`config.mk`:
```
export PLATFORM = sky130hd
export DESIGN_NAME = sha256_nonce_sequencer
export DESIGN_NICKNAME = d
export VERILOG_FILES = /design/src/rtl/sha256_nonce_sequencer.sv
export SDC_FILE = /design/constraint.sdc
export NUM_CORES = 1
export LEC_CHECK = 0
export ABC_CLOCK_PERIOD_IN_PS = 31400
export CORE_AREA = 3 3 738 740
export DETAILED_ROUTE_END_ITERATION = 8
export DIE_AREA = 0 0 741 743
export PLACE_DENSITY = 0.34
export SETUP_SLACK_MARGIN = 0.5
export SYNTH_ARGS = -nofsm -noshare
export SYNTH_HDL_FRONTEND = slang
export SYNTH_SLANG_ARGS = --single-unit
```
`constraint.sdc`:
```
create_clock -name clk -period 31.4 [get_ports clk]
set_input_delay 6.28 -clock clk [delete_from_list [all_inputs] [get_ports clk]]
set_output_delay 6.28 -clock clk [all_outputs]
set_load 0.05 [all_outputs]
```
`src/rtl/sha256_nonce_sequencer.sv`:
```
// Drives one sha256_transform: sequences cnt/feedback, sweeps a nonce range through rx_input,
// and pairs each returned hash with the nonce that produced it to flag golden nonces.
`timescale 1ns/1ps
module sha256_nonce_sequencer #(
    parameter int unsigned LOOP             = 4,
    parameter int unsigned TARGET_ZERO_BITS = 32
) (
    input  logic         clk,
    input  logic         reset,
    input  logic         start,
    input  logic         stop,
    input  logic [255:0] midstate_in,
    input  logic [511:0] data_in,
    input  logic [31:0]  nonce_start,
    input  logic [31:0]  nonce_last,
    output logic [5:0]   cnt,
    output logic         feedback,
    output logic [255:0] tx_state,
    output logic [511:0] tx_input,
    input  logic [255:0] hash_in,
    output logic         busy,
    output logic         golden_valid,
    output logic [31:0]  golden_nonce,
    output logic         done
);

    localparam int unsigned STAGES   = 64 / LOOP;
    localparam logic [5:0]  CNT_MAX  = 6'(LOOP - 1);
    localparam logic [6:0]  STAGES_L = 7'(STAGES);

    typedef enum logic [1:0] {
        S_IDLE,
        S_RUN,
        S_DRAIN,
        S_DONE
    } state_t;

    state_t        state_q, state_d;
    logic [5:0]    cnt_q, cnt_d;
    logic [255:0]  midstate_q, midstate_d;
    logic [511:0]  data_q, data_d;
    logic [31:0]   nonce_q, nonce_d;
    logic [31:0]   last_q, last_d;
    logic [31:0]   check_nonce_q, check_nonce_d;
    logic [6:0]    loads_q, loads_d;
    logic          check_pend_q, check_pend_d;
    logic          golden_valid_q, golden_valid_d;
    logic [31:0]   golden_nonce_q, golden_nonce_d;
    logic          done_q, done_d;

    logic          active;
    logic          load_edge;
    logic          hash_match;
    logic          unused_bits;

    assign active     = (state_q == S_RUN) || (state_q == S_DRAIN);
    assign load_edge  = active && (cnt_q == 6'd0);
    assign hash_match = (hash_in[255 -: TARGET_ZERO_BITS] == '0);

    always_comb begin
        state_d        = state_q;
        cnt_d          = cnt_q;
        midstate_d     = midstate_q;
        data_d         = data_q;
        nonce_d        = nonce_q;
        last_d         = last_q;
        check_nonce_d  = check_nonce_q;
        loads_d        = loads_q;
        check_pend_d   = 1'b0;
        done_d         = 1'b0;
        golden_valid_d = 1'b0;
        golden_nonce_d = golden_nonce_q;

        case (state_q)
            S_IDLE: begin
                cnt_d = 6'd0;
                if (start && !stop) begin
                    midstate_d    = midstate_in;
                    data_d        = data_in;
                    nonce_d       = nonce_start;
                    last_d        = nonce_last;
                    check_nonce_d = nonce_start;
                    loads_d       = 7'd0;
                    state_d       = S_RUN;
                end
            end
            S_RUN, S_DRAIN: begin
                cnt_d = (cnt_q == CNT_MAX) ? 6'd0 : cnt_q + 6'd1;
                if (load_edge) begin
                    nonce_d      = nonce_q + 32'd1;
                    loads_d      = (loads_q == STAGES_L) ? loads_q : loads_q + 7'd1;
                    // The hash arriving after this load belongs to a real load only once
                    // the pipeline has been filled by STAGES earlier loads.
                    check_pend_d = (loads_q == STAGES_L);
                    if ((state_q == S_RUN) && (nonce_q == last_q)) begin
                        state_d = S_DRAIN;
                    end
                end
                if (check_pend_q) begin
                    check_nonce_d = check_nonce_q + 32'd1;
                    if (check_nonce_q == last_q) begin
                        state_d      = S_DONE;
                        cnt_d        = 6'd0;
                        check_pend_d = 1'b0;
                    end
                end
            end
            S_DONE: begin
                cnt_d   = 6'd0;
                done_d  = 1'b1;
                state_d = S_IDLE;
            end
            default: begin
                state_d = S_IDLE;
                cnt_d   = 6'd0;
            end
        endcase

        // A check already in flight this cycle still reports, even when stop aborts the job.
        if (check_pend_q && hash_match) begin
            golden_valid_d = 1'b1;
            golden_nonce_d = check_nonce_q;
        end

        if (stop && (state_q != S_IDLE)) begin
            state_d      = S_IDLE;
            cnt_d        = 6'd0;
            done_d       = 1'b0;
            check_pend_d = 1'b0;
        end
    end

    always_ff @(posedge clk) begin
        if (reset) begin
            state_q        <= S_IDLE;
            cnt_q          <= 6'd0;
            nonce_q        <= 32'd0;
            last_q         <= 32'd0;
            check_nonce_q  <= 32'd0;
            loads_q        <= 7'd0;
            check_pend_q   <= 1'b0;
            golden_valid_q <= 1'b0;
            golden_nonce_q <= 32'd0;
            done_q         <= 1'b0;
        end else begin
            state_q        <= state_d;
            cnt_q          <= cnt_d;
            nonce_q        <= nonce_d;
            last_q         <= last_d;
            check_nonce_q  <= check_nonce_d;
            loads_q        <= loads_d;
            check_pend_q   <= check_pend_d;
            golden_valid_q <= golden_valid_d;
            golden_nonce_q <= golden_nonce_d;
            done_q         <= done_d;
        end
    end

    // Job payload registers carry no reset; they are only meaningful after a start.
    always_ff @(posedge clk) begin
        midstate_q <= midstate_d;
        data_q     <= data_d;
    end

    for (genvar gi = 0; gi < 16; gi++) begin : g_word
        if (gi == 3) begin : g_nonce
            assign tx_input[gi*32 +: 32] = nonce_q;
        end else begin : g_data
            assign tx_input[gi*32 +: 32] = data_q[gi*32 +: 32];
        end
    end

    assign unused_bits  = ^{data_q[127:96], hash_in};

    assign cnt          = cnt_q;
    assign feedback     = (cnt_q != 6'd0);
    assign tx_state     = midstate_q;
    assign busy         = active;
    assign golden_valid = golden_valid_q;
    assign golden_nonce = golden_nonce_q;
    assign done         = done_q;

endmodule

```
==> run_results.csv <==
group,metric,value,unit
status,status,"finished, final reports clean",
route,antenna_left,0,
timing,period_needed,10360,ps
timing,hold_violations,0,
floorplanning,core-area,0.540,mm²
global_route,grt_max_degree,91,
synthesis,yosys_warnings,0,
critical_path,critPathMaxFanout,71,
clock_tree,cts_buffer_depth,4,
final_layout,layout.cells.non_filler,10843,
global_route,grt_pass1_wl,357,mm
synthesis,muxShareOfSynthArea,0.00271,
power_and_ir_drop,worst_ir_drop_vdd,0.0392,mV
synthesis,avgSynthCellArea,16.9,µm²
timing,finalMaxSlewViolations,0,
route,via_count,25121,
synthesis,ys.flop_type,"edfxtp_1",
final_layout,drive_above_1_share,0.0747,
clock_tree,clock_latency,860,ps
clock_tree,cts-resized-gates,0,
floorplanning,die_area,0.551,mm²
route,wl_per_cell,27.9,µm
worst_hold_path,holdPathStages,2,
timing,setup_viol,0,
global_route,grt_overflow,0,
critical_path,critPathKind,"input pin to register",
synthesis,synth_cells,1778,
clock_tree,root_buffer,"clkbuf_16",
timing,min_period_over_period,0.330,
route,wirelength,302,mm
global_route,antenna_found_initial,237,
timing,fmax,96.5,MHz
placement,place_hpwl,263,mm
route,via_per_inst,2.32,
floorplanning,boundaryPins,1902,
floorplanning,rows,270,
synthesis,yosys.area_share.simple,0.0717,
final_layout,area_delta_synth_final,98.9,%
global_route,track_usage,0.105,
clock_tree,cts_hold_buf,0,
final_layout,layout_common_cells,"clkdlybuf4s50_1, edfxtp_1, nand2_1",
synthesis,syn_nets,2880,
critical_path,required,31860,ps
final_layout,nNetsFinal,4609,
power_and_ir_drop,total_power,3.54,mW
critical_path,arrival,10820,ps
job,drv_cap,0,
critical_path,r2r_cells,9,
route,drc,0,
clock_tree,clk_pin_slew_worst_paths,50,ps
clock_tree,numCtsBuffers,136,
synthesis,synth_adder_area_share,0.00417,
power_and_ir_drop,power_density,59.3,mW/mm²
timing,rsz0062_at_grt,"no",
timing,slew_headroom,0.0409,
placement,port_buffers,1645,
critical_path,critPathCaptureType,"register",
final_layout,final_common_cell,"clkdlybuf4s50_1",
critical_path,cp-start-kind,"input pin",
clock_tree,cts_setup_buffers,0,
synthesis,async_flop_share,0,
synthesis,ys_types,71,
timing,fin_skew,74.4,ps
timing,worst_hold_slack,455,ps
route,dr.pass1.iters,6,
clock_tree,cts_htree_levels,4,
synthesis,syn-cell-area,0.0300,mm²
synthesis,synth-edff-count,736,
placement,dp_cells,10577,
synthesis,synth-compound-area-share,0.0540,
timing,worst_pin_slew,1430,ps
placement,place_congestion,0.935,
route,drt-initial-drc-count,2138,
floorplanning,die_w,741,µm
power_and_ir_drop,p_leak,18.2,nW
synthesis,ys_ff_latch,882,
clock_tree,cts_sinks,882,
floorplanning,die_h,743,µm
clock_tree,tritoncts,"built",
timing,tns,0,ps
worst_hold_path,hold_class,"register to register",
synthesis,synth_xor_area_frac,0.0213,
floorplanning,start_util,0.0556,
synthesis,synth_top_family_by_area,"simple AND/OR/NAND/NOR gates",
global_route,grt_pass1_vias,24852,
synthesis,yosysSeqAreaShare,0.834,
final_layout,fin_util,0.111,
[cells by family after synthesis]
| kind of cell | count (synthesis) |
|---|---|
| AND/OR/NAND/NOR | 446 |
| multiplexers | 8 |
| XOR/XNOR | 73 |
| adder cells (fa/ha/maj) | 10 |
| flip-flops | 882 |
| buffers and inverters | 92 |
| AO/OA/AOI/OAI | 267 |
[worst paths after layout]
kind | from | to | slack (ps)
hold reg to reg | golden_nonce[27] | golden_nonce[27] | 460
setup reg to reg | state_q[1] | data_q[297] | 26450
hold / removal | golden_nonce[27] | golden_nonce[27] | 460
setup / recovery | stop | data_q[297] | 21040
[metal layers]
metal / track usage / wire length [µm]
met3: 0.0683 / 46200
met2: 0.159 / 129000
met1: 0.117 / 113000
met5: 0 / 660
met4: 0.0358 / 12800
[critical path, cell delays in order]
cell and delay, ps:
clkdlybuf4s50_1 500, nor2b_1 200, nand2_1 80, buf_4 270, inv_8 330, buf_4 610
buf_4 640, buf_4 770, buf_4 800
[metrics by stage]
stage          area (µm²)  setup WS (ps)
6_report            59700          21040
2_1_floorplan       30000           3400
4_1_cts             59600          20910
5_1_grt             59700          20700
3_3_place_gp        55300          19990
3_5_place_dp        55300          19910
[cells in the mapped netlist, drive strengths merged (4+ instances only)]
library cell	count	share of area
buf	28	0.0045
mux2i	7	0.0023
and4	5	0.0015
nand2	206	0.026
a211oi	21	0.0053
o31ai	4	0.0010
a2111oi	5	0.0015
a21o	5	0.0013
nor3	27	0.0050
ha	10	0.0042
nor2	65	0.0084
inv	15	0.0019
nand4	27	0.0058
a31oi	12	0.0025
nand3	38	0.0067
nor4	24	0.0059
or3	5	0.0010
and2	6	0.0013
nor4b	7	0.0020
xnor2	35	0.010
o22ai	15	0.0031
clkbuf	49	0.0061
xor2	38	0.011
a21oi	115	0.019
and3	17	0.0035
dfxtp	146	0.097
a22oi	12	0.0030
o21ai	45	0.0075
edfxtp	736	0.74
a21boi	4	0.0010
nor2b	7	0.0015
[area by class of cell]
class | instances | area (µm²)
Antenna cell | 32 | 80.1
Clock buffer | 162 | 3570
Clock inverter | 72 | 729
Fill cell | 61281 | 480000
Inverter | 15 | 63.8
Multi-Input combinational cell | 804 | 4650
Sequential cell | 882 | 25000
Tap cell | 7208 | 9020
Timing Repair Buffer | 1668 | 16600
[power by group]
| group | total (mW) | leakage, nW | internal, mW | switching [mW] |
|---|---|---|---|---|
| sequential | 1.40 | 8.03 | 1.35 | 0.0570 |
| clock | 1.54 | 2.09 | 0.892 | 0.644 |
| combinational | 0.603 | 8.05 | 0.205 | 0.398 |
| total | 3.54 | 18.2 | 2.44 | 1.10 |
[registers in the layout, summed over array words and instances (netlist names)]
register       flops
golden_nonce      32
data_q           480
loads_q            7
check_pend_q       1
golden_valid       1
check_nonce_q     32
nonce_q           32
cnt                6
done               1
state_q            2
tx_state         256
last_q            32
Power figures use the tool's default switching activity.
